===== config.mk =====
export PLATFORM = sky130hd
export DESIGN_NAME = timer_disp_scan
export DESIGN_NICKNAME = d
export VERILOG_FILES = /design/src/rtl/timer_pkg.sv /design/src/rtl/timer_bcd_serial.sv /design/src/rtl/timer_disp_scan.sv
export SDC_FILE = /design/constraint.sdc
export NUM_CORES = 1
export LEC_CHECK = 0
export CORE_MARGIN = 10
export CORE_UTILIZATION = 41
export DETAILED_ROUTE_END_ITERATION = 7
export GPL_ROUTABILITY_DRIVEN = 0
export PLACE_DENSITY = 0.57
export SLEW_MARGIN = 10
export SYNTH_ARGS = -nofsm -noshare
export SYNTH_HDL_FRONTEND = slang
export SYNTH_SLANG_ARGS = --single-unit

===== constraint.sdc =====
create_clock -name clk_i -period 4.5 [get_ports clk_i]
set_clock_uncertainty 0.15 [all_clocks]
set_input_delay 0.9 -clock clk_i [delete_from_list [all_inputs] [get_ports clk_i]]
set_output_delay 0.9 -clock clk_i [all_outputs]
set_load 0.005 [all_outputs]

===== src/rtl/timer_pkg.sv =====
// timer_pkg: shared constants for the timer display path.
// Holds the digit count, separator positions, digit-pointer encodings,
// converter FSM state codes and the 16-entry seven-segment glyph table
// (active-low {g,f,e,d,c,b,a}; codes above 9 render blank).
package timer_pkg;

    localparam int NUM_DIGITS = 6;

    localparam logic [2:0] SEP_POS_HH = 3'd1;
    localparam logic [2:0] SEP_POS_MM = 3'd3;

    localparam logic [2:0] DIGITP_HOUR_TENS = 3'd0;
    localparam logic [2:0] DIGITP_SEC_ONES  = 3'd5;
    localparam logic [2:0] DIGITP_NONE      = 3'd6;

    localparam logic [1:0] ST_LOAD   = 2'd0;
    localparam logic [1:0] ST_SHIFT  = 2'd1;
    localparam logic [1:0] ST_STORE  = 2'd2;
    localparam logic [1:0] ST_COMMIT = 2'd3;

    localparam logic [6:0] SEG_BLANK = 7'h7F;

    localparam logic [15:0][6:0] GLYPHS = {
        7'h7F, 7'h7F, 7'h7F, 7'h7F, 7'h7F, 7'h7F,
        7'h10, 7'h00, 7'h78, 7'h02, 7'h12, 7'h19, 7'h30, 7'h24, 7'h79, 7'h40
    };

    function automatic logic [6:0] glyph(input logic [3:0] n);
        return GLYPHS[n];
    endfunction

endpackage


===== src/rtl/timer_bcd_serial.sv =====
// timer_bcd_serial: serial double-dabble converter, 6-bit binary to 2-digit BCD.
// Ports:
//   clk_i, reset_i  clock, synchronous active-high reset
//   start_i         load bin_i, clear the accumulator, begin six shift cycles
//   bin_i[5:0]      binary value sampled on start_i
//   busy_o          high while further shift cycles follow the current one
//   bcd_o[7:0]      {tens, ones}; valid the cycle after the sixth shift
module timer_bcd_serial (
    input  logic       clk_i,
    input  logic       reset_i,
    input  logic       start_i,
    input  logic [5:0] bin_i,
    output logic       busy_o,
    output logic [7:0] bcd_o
);
    logic [5:0] bin_q, bin_d;
    logic [7:0] acc_q, acc_d, adj;
    logic [2:0] cnt_q, cnt_d;

    assign adj[3:0] = acc_q[3:0] >= 4'd5 ? acc_q[3:0] + 4'd3 : acc_q[3:0];
    assign adj[7:4] = acc_q[7:4] >= 4'd5 ? acc_q[7:4] + 4'd3 : acc_q[7:4];

    always_comb begin
        bin_d = start_i ? bin_i : cnt_q != 3'd0 ? {bin_q[4:0], 1'b0} : bin_q;
        acc_d = start_i ? 8'd0 : cnt_q != 3'd0 ? {adj[6:0], bin_q[5]} : acc_q;
        cnt_d = start_i ? 3'd6 : cnt_q != 3'd0 ? cnt_q - 3'd1 : cnt_q;
    end

    // Drops on the final shift so the sequencer steps straight into STORE.
    assign busy_o = cnt_q > 3'd1;
    assign bcd_o  = acc_q;

    always_ff @(posedge clk_i) begin
        if (reset_i) begin
            bin_q <= '0;
            acc_q <= '0;
            cnt_q <= '0;
        end else begin
            bin_q <= bin_d;
            acc_q <= acc_d;
            cnt_q <= cnt_d;
        end
    end
endmodule


===== src/rtl/timer_disp_scan.sv =====
// timer_disp_scan: converts hour/min/sec to BCD and scans six active-low
// seven-segment digits (HH.MM.SS), marking the edit digit.
// Ports:
//   clk_i, reset_i        1 kHz clock, synchronous active-high reset
//   hour_i, min_i, sec_i  6-bit binary fields, shown as two decimal digits each
//   digitp_i[2:0]         edit digit 0..5 (hour tens .. sec ones), 6/7 none
//   edit_i                timer stopped and editable
//   an_o[5:0]             active-low anodes, bit k = position k (0 leftmost)
//   seg_o[6:0]            active-low cathodes {g,f,e,d,c,b,a}
//   dp_o                  active-low decimal point
// Parameters: SCAN_DIV cycles per digit (1..255), BLINK_HALF blink half-period.
// Build option TIMER_DISP_BLINK_EN: blank the edit digit on alternate
// half-periods; otherwise mark it by driving its decimal point low.
module timer_disp_scan
    import timer_pkg::*;
#(
    parameter int SCAN_DIV   = 1,
    parameter int BLINK_HALF = 250
) (
    input  logic       clk_i,
    input  logic       reset_i,
    input  logic [5:0] hour_i,
    input  logic [5:0] min_i,
    input  logic [5:0] sec_i,
    input  logic [2:0] digitp_i,
    input  logic       edit_i,
    output logic [5:0] an_o,
    output logic [6:0] seg_o,
    output logic       dp_o
);
    localparam logic [7:0] SCAN_LAST = 8'(SCAN_DIV - 1);

    logic [1:0]       state_q, state_d, field_q, field_d;
    logic [5:0]       snap_min_q, snap_min_d, snap_sec_q, snap_sec_d;
    logic [0:2][7:0]  shadow_q, shadow_d;
    logic [0:5][3:0]  disp_q, disp_d;
    logic [7:0]       div_q, div_d;
    logic [2:0]       pos_q, pos_d;
    logic [5:0]       an_q, an_d;
    logic [6:0]       seg_q, seg_d;
    logic             dp_q, dp_d;
    logic             start, busy, hide, mark, scan_last;
    logic [5:0]       bin;
    logic [7:0]       bcd;

    // hour_i goes straight into the converter at LOAD; its input register
    // is the hour snapshot, so only min/sec need private copies here.
    assign start = state_q == ST_LOAD || (state_q == ST_STORE && field_q != 2'd2);
    assign bin   = state_q == ST_LOAD ? hour_i : field_q == 2'd0 ? snap_min_q : snap_sec_q;

    timer_bcd_serial u_bcd (
        .clk_i   (clk_i),
        .reset_i (reset_i),
        .start_i (start),
        .bin_i   (bin),
        .busy_o  (busy),
        .bcd_o   (bcd)
    );

    always_comb begin
        state_d = state_q == ST_LOAD  ? ST_SHIFT :
                  state_q == ST_SHIFT ? (busy ? ST_SHIFT : ST_STORE) :
                  state_q == ST_STORE ? (field_q == 2'd2 ? ST_COMMIT : ST_SHIFT) : ST_LOAD;
        field_d = state_q == ST_LOAD ? 2'd0 : state_q == ST_STORE ? field_q + 2'd1 : field_q;
        snap_min_d = state_q == ST_LOAD ? min_i : snap_min_q;
        snap_sec_d = state_q == ST_LOAD ? sec_i : snap_sec_q;
        shadow_d = shadow_q;
        if (state_q == ST_STORE) shadow_d[field_q] = bcd;
        disp_d = state_q == ST_COMMIT ? shadow_q : disp_q;
    end

    assign scan_last = div_q == SCAN_LAST;
    assign div_d     = scan_last ? 8'd0 : div_q + 8'd1;
    assign pos_d     = !scan_last ? pos_q : pos_q == 3'd5 ? 3'd0 : pos_q + 3'd1;

`ifdef TIMER_DISP_BLINK_EN
    localparam int BW = $clog2(BLINK_HALF + 1);
    localparam logic [BW-1:0] BLINK_LAST = BW'(BLINK_HALF - 1);

    logic [BW-1:0] blink_cnt_q, blink_cnt_d;
    logic          phase_q, phase_d;

    assign blink_cnt_d = !edit_i || blink_cnt_q == BLINK_LAST ? '0 : blink_cnt_q + 1'b1;
    assign phase_d     = !edit_i ? 1'b1 : blink_cnt_q == BLINK_LAST ? !phase_q : phase_q;
    assign hide        = edit_i && !phase_q && digitp_i == pos_q;
    assign mark        = 1'b0;

    always_ff @(posedge clk_i) begin
        if (reset_i) begin
            blink_cnt_q <= '0;
            phase_q     <= 1'b1;
        end else begin
            blink_cnt_q <= blink_cnt_d;
            phase_q     <= phase_d;
        end
    end
`else
    localparam int unused_blink_half = BLINK_HALF;

    assign hide = 1'b0;
    assign mark = edit_i && digitp_i == pos_q;
`endif

    assign an_d  = ~(6'd1 << pos_q);
    assign seg_d = hide ? SEG_BLANK : glyph(disp_q[pos_q]);
    assign dp_d  = !(pos_q == SEP_POS_HH || pos_q == SEP_POS_MM || mark);

    always_ff @(posedge clk_i) begin
        if (reset_i) begin
            state_q    <= ST_LOAD;
            field_q    <= '0;
            snap_min_q <= '0;
            snap_sec_q <= '0;
            shadow_q   <= '0;
            disp_q     <= '0;
            div_q      <= '0;
            pos_q      <= '0;
            an_q       <= 6'h3F;
            seg_q      <= SEG_BLANK;
            dp_q       <= 1'b1;
        end else begin
            state_q    <= state_d;
            field_q    <= field_d;
            snap_min_q <= snap_min_d;
            snap_sec_q <= snap_sec_d;
            shadow_q   <= shadow_d;
            disp_q     <= disp_d;
            div_q      <= div_d;
            pos_q      <= pos_d;
            an_q       <= an_d;
            seg_q      <= seg_d;
            dp_q       <= dp_d;
        end
    end

    assign an_o  = an_q;
    assign seg_o = seg_q;
    assign dp_o  = dp_q;
endmodule

==> results by group <==
Timing
  • Slew HR: 0.3749
  • Max Fclk: 355.2 MHz
  • Final setup violation count: 0
  • Final Slew Violations: 0
  • Endpoints failing hold: 0
  • Fin crit period: 2.815 ns
  • Final worst slack: 1.685 ns
  • Period utilisation layout: 0.6256
  • RSZ-0062 raised after global routing: no
  • Worst-Margin Slew: 0.9377 ns
  • Setup TNS: 0 ns

Global route
  • M3 GR Usage: 0.03314
  • Largest net degree at the start of global routing: 61
  • Congestion Overflow GR: 0
  • Met1 usage: 0.1625
  • Total track usage: 0.1266
  • Vias in the first global route: 3,458
  • Initial antenna violation count: 0
  • GR Util met2: 0.2009
  • Global-route wire length before repair: 16,930 µm
  • Busiest layer in global routing: met2

CTS
  • Hold Buf Count CTS: 0
  • Clock latency on the worst-skew pair: 0.34 ns
  • Max H-tree Level: 3
  • Clk slew on worst S/H paths: 0.06 ns
  • Postcts setup bufs: 0
  • Clk root buf: clkbuf_16
  • Num CTS Buffers: 9
  • CTS tree: done
  • Post-cts gate resize count: 0
  • # clock sinks: 106
  • Clock Tree Buf Depth: 2

Routing
  • Vias per cell: approximately 5.1
  • Routed Antenna Nets: 0
  • Routed wire length: between 9000 and 10,000 µm
  • Avg WL per Cell: ~14 µm
  • DR vias: 3,609
  • First-pass iteration count of the detailed router: 4
  • 1st-iter DRT viols: between 200 and 250
  • DRC: 0

Logic synthesis
  • Seq cells post-synth: 106
  • Largest area contributor in the netlist: dfxtp_1
  • Post-Syn Area: 4614 µm²
  • Yosys cell types: 42
  • Syn Area/Cell: a little over 8 µm²
  • Post-Synthesis Net Count: 597
  • Commonest cells post-synth: nand2_1, dfxtp_1, a21oi_1
  • Top_reg_cell synth: dfxtp_1
  • YS warnings: 0
  • Async set or reset register ratio after synthesis: 0
  • Area share of the largest cell type after synthesis: 0.4599
  • Count leader, synth: nand2_1
  • Post-synth EDFFs: 0
  • Main area contributors after synthesis: dfxtp_1, nand2_1, a21oi_1
  • Cells after Synth: around 560
  • Seq/Total Area, Yosys: 0.4599

Setup path
  • CP Buf/Inv Count: 1
  • Critical Path RT: 4.58 ns
  • CP delay by family, top: simple AND/OR/NAND/NOR gates
  • Critical path cell sequence: mux2i_1 -> nor3_1 -> nor3_1 -> inv_1 -> ha_1 -> nor3_1 -> nand3_1 -> o221a_1
  • CP endpoint: seg_o[5]
  • Most used cell, CP: nor3_1
  • Critical path launch point type: register
  • RR Startpoint: pos_q[1]
  • CP max stage delay: just under 0.8 ns
  • Crit-path max FO: 19
  • Stages on the worst setup path: 8
  • R2R cell count: 8
  • Setup slack on the worst flop-to-flop path: approximately 1.7 ns
  • CP Class: register to register
  • Critical path's slowest cell: dfxtp_1
  • Worst Path Arrival: 2.90 ns
  • CP endpoint kind: register
  • Critical path origin: pos_q[1]
  • FF-to-FF End: seg_o[5]

Placement
  • Port Buffers: 37
  • Final HPWL DP: 6935 µm
  • Placed Instance Area: 5012 µm²
  • DP Worst Slack: between 1.5 and 2 ns

Power
  • Leak: 0.001996 µW
  • VDD IR-drop max: 256.6 µV
  • PwrDens: 356.2 nW/µm²

Floorplan
  • Chip Height: 126.1 µm
  • Starting Density: 0.4220
  • Io pins: 38
  • Die X: 126.1 µm
  • Core ar.: 10,940 µm²
  • Die ar.: between 15,000 and 20,000 µm²
  • Rows: 38

Final layout
  • Area delta synth->final: 14.29%
  • Post-route cell area: 5274 µm²
  • Fin util: 0.4823
  • Layout cells sized above 1: 0.04729
  • Antenna Cells: 0
  • Final nets: 608

Run status
  • Status: completed

Hold path
  • Worst hold-check path type: register to register

Flow run
  • Max Cap Viol: 0
state kept, by name, summed over array words and instances, names as in the netlist:
register,cells
snap_sec_q,6
shadow_q,24
u_bcd.bcd_o,8
an_o,6
disp_q,24
dp_o,1
pos_q,3
u_bcd.bin_q,6
u_bcd.cnt_q,3
snap_min_q,6
div_q,8
state_q,2
seg_o,7
field_q,2
cell type report:
cell class	count	area [µm²]
Clock buffer	10	229.0
Sequential cell	106	2122
Clock inverter	5	32.53
Multi-Input combinational cell	395	2271
Timing Repair Buffer	40	387.9
Tap cell	140	175.2
Fill cell	1128	5662
Inverter	15	56.30
worst min-delay path: cells and delay by family, from the launching register on:
family          cells  cell delay [ns]
compound gates      1             0.05
flops               1             0.31
simple gates        1             0.05
stage by stage:
stage / cells / power (µW) / hold slack [ns]
finish: 711 / 1878 / 0.3032
global route: 711 / 1972 / 0.3243
CTS: 711 / 1907 / 0.3063
detailed placement: 696 / 1196 / 0.2971
global placement: 696 / 1192 / 0.2884
floorplan: 556 / 1136 / 0.2817
cells by family after synthesis:
family,count (synthesis),synth area share
multiplexers,32,0.07131
flip-flops,106,0.4599
AO/OA/AOI/OAI,111,0.1364
adder cells (fa/ha/maj),17,0.04609
buffers and inverters,55,0.04799
AND/OR/NAND/NOR,223,0.2156
XOR/XNOR,12,0.02278
cell usage in the layout, fill, tap and decap left out, types with 5 or more instances in the layout:
cell             count
a211oi_1             8
a21o_1               6
a21oi_1             77
and2_1               5
clkbuf_16            9
clkdlybuf4s50_1     36
dfxtp_1            106
ha_1                17
inv_1               14
mux2i_1             28
nand2_1            108
nand2b_1            10
nand3_1             35
nand3b_1             5
nor2_1              40
o21ai_0              8
xnor2_1              6
xor2_1               6
routing by layer:
layer | up-vias | routed length [µm]
met5 | - | 0
met4 | 0 | 99
met3 | 8 | 356
met2 | 44 | 4605
met1 | 1668 | 4929
li1 | 1889 | -
report_power, final:
part	leakage (µW)	switching, µW	internal, µW
clock	0.000120	335	370
combinational	0.00101	91.6	84.7
sequential	0.000863	29.0	968
worst min path at each step:
stage	startpoint	to	cells after the start
after global placement	shadow_q[20]	disp_q[20]	2
after floorplan	disp_q[3]	disp_q[3]	2
final	disp_q[3]	disp_q[3]	2
after global routing	shadow_q[20]	disp_q[20]	2
after CTS	disp_q[3]	disp_q[3]	2
after detailed placement	disp_q[3]	disp_q[3]	2
Power figures use the tool's default switching activity.
